[config.mk]
export PLATFORM = sky130hd
export DESIGN_NAME = flofifo_ext_flat
export DESIGN_NICKNAME = d
export VERILOG_FILES = /design/src/rtl/flofifo_pkg.sv /design/src/rtl/flofifo_if.sv /design/src/rtl/flofifo_ram.sv /design/src/rtl/flofifo_ext.sv /design/src/flat_wrapper.sv
export SDC_FILE = /design/constraint.sdc
export NUM_CORES = 1
export LEC_CHECK = 0
export CAP_MARGIN = 20
export CORE_MARGIN = 2
export CORE_UTILIZATION = 35
export CTS_CLUSTER_DIAMETER = 120
export DETAILED_ROUTE_END_ITERATION = 8
export GPL_ROUTABILITY_DRIVEN = 0
export PLACE_DENSITY = 0.6
export SYNTH_ARGS = -nofsm -noshare
export SYNTH_HDL_FRONTEND = slang
export SYNTH_SLANG_ARGS = --single-unit
export TNS_END_PERCENT = 30
[constraint.sdc]
create_clock -name clk -period 5 [get_ports clk]
set_clock_uncertainty 0.05 [all_clocks]
set_input_delay 1.25 -clock clk [delete_from_list [all_inputs] [get_ports clk]]
set_output_delay 1.25 -clock clk [all_outputs]
set_load 0.02 [all_outputs]
[src/rtl/flofifo_pkg.sv]
// flofifo_pkg: shared widths, defaults and parameter sanity helpers for the
// flofifo_ext buffer and its interface.
package flofifo_pkg;

   localparam int DEF_LENGTH = 32;
   localparam int DEF_WIDTH  = 32;

   // Pointer width: indexes LENGTH words, wraps naturally for powers of two.
   function automatic int ptr_w(input int len);
      return (len > 1) ? $clog2(len) : 1;
   endfunction

   // Level width: must hold 0..LENGTH inclusive, hence LENGTH+1 codes.
   function automatic int lvl_w(input int len);
      return $clog2(len + 1);
   endfunction

   // Depth must be a power of two and at least 4.
   function automatic bit len_ok(input int len);
      return (len >= 4) && ((len & (len - 1)) == 0);
   endfunction

   // Thresholds must satisfy 0 <= AE_LEVEL < AF_LEVEL <= LENGTH.
   function automatic bit thr_ok(input int len, input int ae, input int af);
      return (ae >= 0) && (ae < af) && (af <= len);
   endfunction

endpackage

[src/rtl/flofifo_if.sv]
// flofifo_if: producer/consumer side signals of the FIFO. The FIFO itself
// uses the slave view; whoever feeds and drains it uses the master view.
interface flofifo_if
   import flofifo_pkg::*;
#(
   parameter int LENGTH = DEF_LENGTH,
   parameter int WIDTH  = DEF_WIDTH
);
   localparam int LW = lvl_w(LENGTH);

   logic             clear_i;
   logic             err_clr_i;
   logic [WIDTH-1:0] data_i;
   logic             valid_i;
   logic             read_i;
   logic [WIDTH-1:0] data_o;
   logic             valid_o;
   logic [LW-1:0]    level_o;
   logic             empty_o;
   logic             full_o;
   logic             almost_full_o;
   logic             almost_empty_o;
   logic             overflow_o;
   logic             underflow_o;

   modport slave (
      input  clear_i, err_clr_i, data_i, valid_i, read_i,
      output data_o, valid_o, level_o, empty_o, full_o,
             almost_full_o, almost_empty_o, overflow_o, underflow_o
   );

   modport master (
      output clear_i, err_clr_i, data_i, valid_i, read_i,
      input  data_o, valid_o, level_o, empty_o, full_o,
             almost_full_o, almost_empty_o, overflow_o, underflow_o
   );

endinterface

[src/rtl/flofifo_ram.sv]
// flofifo_ram: simple dual-port storage, one write port and one registered
// read port. The array has no reset so it maps onto block RAM; only the read
// output register is reset.
module flofifo_ram
   import flofifo_pkg::*;
#(
   parameter  int WIDTH  = DEF_WIDTH,
   parameter  int LENGTH = DEF_LENGTH,
   localparam int AW     = ptr_w(LENGTH)
) (
   input  logic             clk,
   input  logic             rst,
   input  logic             i_we,
   input  logic [AW-1:0]    i_waddr,
   input  logic [WIDTH-1:0] i_wdata,
   input  logic             i_re,
   input  logic [AW-1:0]    i_raddr,
   output logic [WIDTH-1:0] o_q
);

   logic [WIDTH-1:0] r_mem [LENGTH];
   logic [WIDTH-1:0] r_q;

   // Write port: store the incoming word at the write address.
   always_ff @(posedge clk) begin
      if (i_we) r_mem[i_waddr] <= i_wdata;
   end

   // Read port: registered, read-before-write on an address collision.
   always_ff @(posedge clk or posedge rst) begin
      if (rst)       r_q <= '0;
      else if (i_re) r_q <= r_mem[i_raddr];
   end

   assign o_q = r_q;

endmodule

[src/rtl/flofifo_ext.sv]
// flofifo_ext: buffered FIFO with exact fill level, programmable almost
// thresholds, sticky overflow/underflow, synchronous flush and an optional
// first-word-fall-through output.
module flofifo_ext
   import flofifo_pkg::*;
#(
   parameter int LENGTH   = DEF_LENGTH,
   parameter int WIDTH    = DEF_WIDTH,
   parameter int FWFT     = 0,
   parameter int AF_LEVEL = LENGTH - 4,
   parameter int AE_LEVEL = 4
) (
   input  logic     clk,
   input  logic     rst,
   flofifo_if.slave bus
);

   localparam int            PW     = ptr_w(LENGTH);
   localparam int            LW     = lvl_w(LENGTH);
   localparam logic [LW-1:0] LVL_MX = LW'(LENGTH);
   localparam logic [LW-1:0] LVL_AF = LW'(AF_LEVEL);
   localparam logic [LW-1:0] LVL_AE = LW'(AE_LEVEL);

   if (!len_ok(LENGTH) || !thr_ok(LENGTH, AE_LEVEL, AF_LEVEL)) begin : g_bad_param
      $error("flofifo_ext: LENGTH or AE_LEVEL/AF_LEVEL out of range");
   end

   logic [PW-1:0]    r_wptr, r_rptr;
   logic [LW-1:0]    r_level, w_level_next;
   logic             r_empty, r_full, r_afull, r_aempty, r_ovf, r_udf;
   logic             w_wr_acc, w_rd_acc, w_ovf_set, w_udf_set;
   logic             w_re;
   logic [PW-1:0]    w_raddr;
   logic [WIDTH-1:0] w_ram_q;

   // Accept/reject decisions and next fill level; a flush overrides everything.
   always_comb begin
      w_rd_acc     = bus.read_i && !r_empty && !bus.clear_i;
      w_wr_acc     = bus.valid_i && (!r_full || w_rd_acc) && !bus.clear_i;
      w_ovf_set    = bus.valid_i && !w_wr_acc && !bus.clear_i;
      w_udf_set    = bus.read_i && r_empty && !bus.clear_i;
      w_level_next = r_level;
      if (bus.clear_i)              w_level_next = '0;
      else if (w_wr_acc && !w_rd_acc) w_level_next = r_level + LW'(1);
      else if (!w_wr_acc && w_rd_acc) w_level_next = r_level - LW'(1);
   end

   // Pointers, level counter, registered status and sticky error flags.
   always_ff @(posedge clk or posedge rst) begin
      if (rst) begin
         r_wptr   <= '0;
         r_rptr   <= '0;
         r_level  <= '0;
         r_empty  <= 1'b1;
         r_full   <= 1'b0;
         r_afull  <= 1'b0;
         r_aempty <= 1'b1;
         r_ovf    <= 1'b0;
         r_udf    <= 1'b0;
      end else begin
         if (bus.clear_i) begin
            r_wptr <= '0;
            r_rptr <= '0;
         end else begin
            if (w_wr_acc) r_wptr <= r_wptr + PW'(1);
            if (w_rd_acc) r_rptr <= r_rptr + PW'(1);
         end
         r_level  <= w_level_next;
         r_empty  <= (w_level_next == '0);
         r_full   <= (w_level_next == LVL_MX);
         r_afull  <= (w_level_next >= LVL_AF);
         r_aempty <= (w_level_next <= LVL_AE);
         r_ovf    <= w_ovf_set || (r_ovf && !bus.err_clr_i);
         r_udf    <= w_udf_set || (r_udf && !bus.err_clr_i);
      end
   end

   flofifo_ram #(
      .WIDTH  (WIDTH),
      .LENGTH (LENGTH)
   ) u_ram (
      .clk     (clk),
      .rst     (rst),
      .i_we    (w_wr_acc),
      .i_waddr (r_wptr),
      .i_wdata (bus.data_i),
      .i_re    (w_re),
      .i_raddr (w_raddr),
      .o_q     (w_ram_q)
   );

   if (FWFT == 0) begin : g_std
      logic r_valid;

      assign w_re    = w_rd_acc;
      assign w_raddr = r_rptr;

      // One-cycle valid pulse following each accepted pop.
      always_ff @(posedge clk or posedge rst) begin
         if (rst) r_valid <= 1'b0;
         else     r_valid <= w_rd_acc;
      end

      assign bus.data_o  = w_ram_q;
      assign bus.valid_o = r_valid;
   end else begin : g_fwft
      logic             r_byp_sel;
      logic [WIDTH-1:0] r_byp_data;

      // The RAM continuously prefetches the word that will be at the head
      // after this cycle's pop, so the head is always on the read register.
      assign w_re    = 1'b1;
      assign w_raddr = bus.clear_i ? '0 : (w_rd_acc ? r_rptr + PW'(1) : r_rptr);

      // A word written to the address being prefetched is missed by the
      // read-before-write RAM for one cycle; capture it here instead.
      always_ff @(posedge clk or posedge rst) begin
         if (rst) begin
            r_byp_sel  <= 1'b0;
            r_byp_data <= '0;
         end else if (w_wr_acc && (r_wptr == w_raddr)) begin
            r_byp_sel  <= 1'b1;
            r_byp_data <= bus.data_i;
         end else begin
            r_byp_sel  <= 1'b0;
         end
      end

      assign bus.data_o  = r_byp_sel ? r_byp_data : w_ram_q;
      assign bus.valid_o = !r_empty;
   end

   assign bus.level_o        = r_level;
   assign bus.empty_o        = r_empty;
   assign bus.full_o         = r_full;
   assign bus.almost_full_o  = r_afull;
   assign bus.almost_empty_o = r_aempty;
   assign bus.overflow_o     = r_ovf;
   assign bus.underflow_o    = r_udf;

endmodule
[src/flat_wrapper.sv]
// flat-port wrapper written by rule: the top's interface ports become plain ports
module flofifo_ext_flat import flofifo_pkg::*;
#(
   parameter int LENGTH   = DEF_LENGTH,
   parameter int WIDTH    = DEF_WIDTH,
   parameter int FWFT     = 0,
   parameter int AF_LEVEL = LENGTH - 4,
   parameter int AE_LEVEL = 4
)
  (clk, rst, bus_clear_i, bus_err_clr_i, bus_data_i, bus_valid_i, bus_read_i, bus_data_o, bus_valid_o, bus_level_o, bus_empty_o, bus_full_o, bus_almost_full_o, bus_almost_empty_o, bus_overflow_o, bus_underflow_o);
  flofifo_if #(.LENGTH(LENGTH), .WIDTH(WIDTH)) bus_i ();
  input  logic clk;
  input  logic rst;
  input wire logic [$bits(bus_i.clear_i)-1:0] bus_clear_i;
  input wire logic [$bits(bus_i.err_clr_i)-1:0] bus_err_clr_i;
  input wire logic [$bits(bus_i.data_i)-1:0] bus_data_i;
  input wire logic [$bits(bus_i.valid_i)-1:0] bus_valid_i;
  input wire logic [$bits(bus_i.read_i)-1:0] bus_read_i;
  output wire logic [$bits(bus_i.data_o)-1:0] bus_data_o;
  output wire logic [$bits(bus_i.valid_o)-1:0] bus_valid_o;
  output wire logic [$bits(bus_i.level_o)-1:0] bus_level_o;
  output wire logic [$bits(bus_i.empty_o)-1:0] bus_empty_o;
  output wire logic [$bits(bus_i.full_o)-1:0] bus_full_o;
  output wire logic [$bits(bus_i.almost_full_o)-1:0] bus_almost_full_o;
  output wire logic [$bits(bus_i.almost_empty_o)-1:0] bus_almost_empty_o;
  output wire logic [$bits(bus_i.overflow_o)-1:0] bus_overflow_o;
  output wire logic [$bits(bus_i.underflow_o)-1:0] bus_underflow_o;
  assign bus_i.clear_i = bus_clear_i;
  assign bus_i.err_clr_i = bus_err_clr_i;
  assign bus_i.data_i = bus_data_i;
  assign bus_i.valid_i = bus_valid_i;
  assign bus_i.read_i = bus_read_i;
  assign bus_data_o = bus_i.data_o;
  assign bus_valid_o = bus_i.valid_o;
  assign bus_level_o = bus_i.level_o;
  assign bus_empty_o = bus_i.empty_o;
  assign bus_full_o = bus_i.full_o;
  assign bus_almost_full_o = bus_i.almost_full_o;
  assign bus_almost_empty_o = bus_i.almost_empty_o;
  assign bus_overflow_o = bus_i.overflow_o;
  assign bus_underflow_o = bus_i.underflow_o;
  flofifo_ext #(.LENGTH(LENGTH), .WIDTH(WIDTH), .FWFT(FWFT), .AF_LEVEL(AF_LEVEL), .AE_LEVEL(AE_LEVEL)) u_core (.clk(clk), .rst(rst), .bus(bus_i));
endmodule
; ---- After elaboration in Yosys (flattened, before gate mapping)
; Memories as Yosys holds them, arrays and structs flattened. A register that Yosys moved wholly into a read port is not among the register bits.
; Index checks and enable logic that the tools add are counted.
[totals]
out_inout_bits = 45
elab_cells = 51
inputBits = 38
memories = 1
ram_bits = 1024
reg_bits = 23
[mem_list]
columns = name, depth, word_bits, read_ports, rd_clocked_by_memory_dff, write_ports, line_no
row1 = u_core.u_ram.r_mem, 32, 32, 1, 1, 1, flofifo_ram.sv:21  ; logic [WIDTH-1:0] r_mem [LENGTH];
[op_classes]
reduce_logical = 24
magnitude_cmp = 2
n_eq_ne = 1
n_addsub = 4
muxes = 9
[op_table]
columns = op, count
row1 = 2-to-1 mux 5 bit, 4
row2 = 2-to-1 mux 6 bit, 3
row3 = logical AND 1 bit, 12
row4 = "adder 5 x 1 -> 5 bit, second input constant", 2
row5 = "adder 6 x 1 -> 6 bit, second input constant", 1
row6 = "equality test 6 bit, second input constant", 1
row7 = "greater-or-equal comparator 6 x 5 -> 1 bit, second input constant", 1
row8 = "less-or-equal comparator 6 x 3 -> 1 bit, second input constant", 1
row9 = zero test 1 bit, 6
row10 = zero test 6 bit, 1
row11 = "subtractor 6 x 1 -> 6 bit, second input constant", 1
row12 = nonzero test 2 bit, 2
row13 = logical OR 1 bit, 3
row14 = 2-to-1 mux 1 bit, 2

; ---- Depth between registers and ports, before layout
[depth]
word_depth = 12
ltp_mapped = 8
ltp_nobuf = 7

; ---- By module
; From an unflattened synthesis, not the netlist that was laid out.
[hier_totals]
cells_unflattened = 2319
hier_area_um2 = 42194.2
[modules_own_cells]
columns = mod, area_per_inst_um2, seq_area_each_um2, cells_each, n_inst
row1 = flofifo_ram, 40914.2, 31550.3, 2201, 1
row2 = flofifo_ext, 1280.0, 578.1, 118, 1

; ---- Worst setup path after synthesis
; Ideal clock, no wire load.
[synth_path]
path_kind = input -> register
start = input bus_clear_i
end = memory u_core.u_ram.r_mem[30][0] (netlist bit), enable pin
stages = 5
setup_ns = 0.421
arrival_ns = 3.482
path_buffers = 1
required_ns = 4.529
setup_slack_ns = 1.046
cell_sequence = buf_1 -> nand2b_1 -> a21oi_1 -> nand2_1 -> nor2_1
[synth_via]
elab_chain_cells = 7
[synth_lines]
columns = element, line_no
row1 = from (decl), flat_wrapper.sv:14  ; input wire logic [$bits(bus_i.clear_i)-1:0] bus_clear_i;
row2 = zero test 1 bit *, "flofifo_ext.sv:38, flofifo_ext.sv:39"
row3 = logical AND 1 bit, flofifo_ext.sv:38  ; w_rd_acc = bus.read_i && !r_empty && !bus.clear_i;
row4 = logical OR 1 bit, flofifo_ext.sv:39  ; w_wr_acc = bus.valid_i && (!r_full || w_rd_acc) && !bus.clear_i;
row5 = logical AND 1 bit, flofifo_ext.sv:39
row6 = logical AND 1 bit *, flofifo_ext.sv:39
row7 = 2-to-1 mux 1 bit *, flofifo_ram.sv:26  ; if (i_we) r_mem[i_waddr] <= i_wdata;
row8 = 2-to-1 mux 1 bit (not written as such) *, flofifo_ram.sv:26
row9 = to (decl), flofifo_ram.sv:21
; Mark *: on every way between the ends. The rest lies on a longest branch, timed or not.

; ---- Final worst setup path
[layout_path]
start = input bus_clear_i
end = memory u_core.u_ram.r_mem[10][1] (netlist bit), enable pin
; Same word-level chain as after synthesis.

==> results.yml <==
worst_setup_path:
  critPathMaxFanout: 26
  reg_to_reg_slack_setup_ns: 1.90
  setup.worst_path.start_class: "input port"
  ff2ff_path_depth: 5
  cp.arrival_ns: 4.08
  worstSetupEndpointType: "register"
  critPathKind: "input port to register"
  worstPathRequired_ns: 5.25
timing:
  timing_max_transition_violations_final: 0
  timing_worst_slew_pin_value_ns: 1.12
  setup_repair_after_global_routing_missed_its_margin: "no"
  timing.hold.ws_ns: 0.504
  hold_viol: 0
  slew-limit-headroom: 0.256
  final_min_period_ns: 3.83
  finalSetupViolations: 0
  sum_of_negative_setup_slack_ns: 0
  achievable-frequency_mhz: 261
  fin_crit_sh: 0.766
pwr:
  power_density_nw_per_um2: 431
  vdd_drop_max_mv: 0.238
  cellLeakagePower_nw: 14.6
  totalPowerFinal_w: 0.0207
grt:
  grt.overflow.total: 0
  largest_net_degree_at_the_start_of_global_routing: 71
  antenna_violations_before_repair: 4
  grt_first_pass_wirelength_mm: 143
  track_usage: 0.164
  vias_in_the_first_global_route: 20100
clock_network:
  post_cts_buffers: 0
  clock_tree.buffer_depth: 3
  clkSlewWorstSetupHoldPaths_ns: 0.06
  clock_sink_count: 1079
  post_cts_resized: 0
  cts_hold_buffers: 0
  htree_levels: 3
  cts_tree: "yes"
  num_cts_buffers: 107
  clock_latency_ns: 0.67
  cts_root_buf: "sky130_fd_sc_hd__clkbuf_16"
logic_synthesis:
  yosysWarnings: 0
  synth.ff_latch_count: 1079
  synth.yosys.seq_area_share: 0.784
  post_synth.cell_area_avg_um2: 22.6
  postSynth.asyncResetShare: 0.0510
  syn-cell-area_um2: 41000
  synth_edf_count: 1024
  most_instantiated_flip_flop_cell_in_the_synthesis_netlist: "sky130_fd_sc_hd__edfxtp_1"
  synth_cell_types: 48
  syn-num-nets: 1854
  post_synth_inst_count: 1809
floorplan:
  core-area_um2: 116000
  dieHeight_um: 346
  die_area_um2: 120000
  pin_count: 83
  die_width_um: 346
  rows: 125
  initial_core_utilization: 0.353
route:
  route.detailed.drc: 0
  detailroute.via_count: 19400
  drt-vias-per-instance: 5.37
  drt-initial-drc-count: 2091
  avgRoutedWirePerCell_um: 27.5
  highest-signal-layer: "met5"
  wl_met1_mm: 41.3
  post_detailed_routing_wire_length_mm: 99.0
  wl_met2_mm: 49.8
  drt-pass1-iter-count: 5
  met3_wirelength_mm: 5.87
  route.antenna.remaining_nets: 0
placement:
  placedInstanceArea_um2: 44200
  place.port_buffers: 82
  estimated_wirelength_of_the_detail_placed_design_mm: 56.1
final_layout:
  area_delta_synth_final_pct: 17.6
  most-common-layout-cells: "sky130_fd_sc_hd__edfxtp_1 (1,024), sky130_fd_sc_hd__mux4_2 (256), sky130_fd_sc_hd__clkbuf_16 (117), sky130_fd_sc_hd__clkdlybuf4s50_1 (82), sky130_fd_sc_hd__dfrtp_1 (50)"
  final_nets: 2038
  layout_commonest_cell: "sky130_fd_sc_hd__edfxtp_1"
  insertedDiodeCount: 0
  drive_gt1_frac: 0.266
  finished_layout_cell_area_um2: 48200
min_path:
  hold_path_depth: 2
  holdCritPathClass: "register to register"
flow_run:
  maxCapViolCount: 0
status:
  outcome: "completed"
## power by group
group	total, W	internal, W	switching (W)	leakage, nW
Combinational	0.00256	0.00130	0.00126	3.05
Clock	0.00778	0.00447	0.00331	1.66
Sequential	0.0104	0.0101	0.000319	9.91
Total	0.0207	0.0159	0.00488	14.6
## layout make-up
type,instances,area [um2]
repair buffers,175,2170
fillers,9925,68000
inverters,9,35.0
clock inverters,58,490
multi-input cells,621,8540
well taps,1524,1910
clock buffers,139,2890
flip-flops and latches,1079,32100
## final timing paths
check / to / startpoint
max in group asynchronous: u_core.u_ram.o_q[24] / rst
setup / recovery: u_core.u_ram.r_mem[10][1] / bus_clear_i
min in group asynchronous: u_core.bus.valid_o / rst
hold / removal: u_core.bus.underflow_o / u_core.bus.underflow_o
hold reg to reg: u_core.bus.underflow_o / u_core.bus.underflow_o
setup reg to reg: u_core.u_ram.r_mem[10][1] / u_core.bus.empty_o
## stage by stage
stage                util  std cells  worst slack, ns
floorplan               -       1809             1.05
global placement    0.380       3380            0.466
detailed placement  0.381       3383            0.521
CTS                 0.410       3580             1.22
global route        0.415       3605             1.02
finish              0.415       3605             1.17
## metal layers
layer	global-route usage	vias to the layer above
met5	0	-
met2	0.274	673
li1	-	8062
met4	0.0456	2
met1	0.225	10500
met3	0.0255	126
## worst max-delay path, stage by stage
cell,delay [ns]
sky130_fd_sc_hd__clkdlybuf4s50_1,0.57
sky130_fd_sc_hd__nand2b_1,0.25
sky130_fd_sc_hd__a21oi_1,0.43
sky130_fd_sc_hd__nand2_1,0.58
sky130_fd_sc_hd__nor2_4,0.43
sky130_fd_sc_hd__buf_4,0.52
## cell usage after synthesis (2+ instances only)
cell                          n  area share
sky130_fd_sc_hd__a211oi_1    33      0.0060
sky130_fd_sc_hd__a21oi_1      5     0.00061
sky130_fd_sc_hd__a22o_1      32      0.0068
sky130_fd_sc_hd__buf_1        7     0.00064
sky130_fd_sc_hd__buf_2       32      0.0039
sky130_fd_sc_hd__buf_4        7      0.0013
sky130_fd_sc_hd__buf_6       11      0.0030
sky130_fd_sc_hd__clkbuf_1    43      0.0039
sky130_fd_sc_hd__dfrtp_1     53       0.032
sky130_fd_sc_hd__dfstp_2      2      0.0013
sky130_fd_sc_hd__edfxtp_1  1024        0.75
sky130_fd_sc_hd__ha_1         7      0.0021
sky130_fd_sc_hd__inv_1        9     0.00082
sky130_fd_sc_hd__mux2i_1     32      0.0078
sky130_fd_sc_hd__mux4_2     256        0.14
sky130_fd_sc_hd__nand2_1     15      0.0014
sky130_fd_sc_hd__nand2b_1     8      0.0012
sky130_fd_sc_hd__nand3_1      2     0.00024
sky130_fd_sc_hd__nand3b_1     4     0.00073
sky130_fd_sc_hd__nand4_1      4     0.00061
sky130_fd_sc_hd__nor2_1      79      0.0072
sky130_fd_sc_hd__nor3_1       4     0.00049
sky130_fd_sc_hd__nor3_4       4      0.0016
sky130_fd_sc_hd__nor4_1       3     0.00046
sky130_fd_sc_hd__nor4_4       2      0.0010
sky130_fd_sc_hd__o21a_1       2     0.00037
sky130_fd_sc_hd__o21ai_1     32      0.0039
sky130_fd_sc_hd__o221ai_1    32      0.0068
sky130_fd_sc_hd__o22ai_1     34      0.0052
sky130_fd_sc_hd__or3_1        3     0.00046
sky130_fd_sc_hd__or3b_1       2     0.00043
sky130_fd_sc_hd__or3b_2       2     0.00043
sky130_fd_sc_hd__xnor2_1      4     0.00086
sky130_fd_sc_hd__xor2_1       6      0.0013
## flip-flops by register name, indices dropped and copies added (netlist names)
name                       count
u_core.r_rptr                  5
u_core.bus.empty_o             1
u_core.u_ram.o_q              32
u_core.bus.underflow_o         1
u_core.bus.almost_full_o       1
u_core.bus.almost_empty_o      1
u_core.r_wptr                  5
u_core.bus.full_o              1
u_core.bus.overflow_o          1
u_core.bus.valid_o             1
u_core.u_ram.r_mem          1024
u_core.bus.level_o             6
## logic make-up (layout without fill, tap and decap cells)
family	Yosys count	count (layout)	share of synthesized area
DFF	1079	1079	0.784
muxes	289	289	0.149
AOI/OAI and AO/OA	176	176	0.0311
and+or+nand+nor	139	139	0.0179
buffers and inverters	109	381	0.0136
xor gates and xnor gates	10	10	0.00214
adders and majority gates	7	7	0.00214
(Power assumes the default switching activity.)
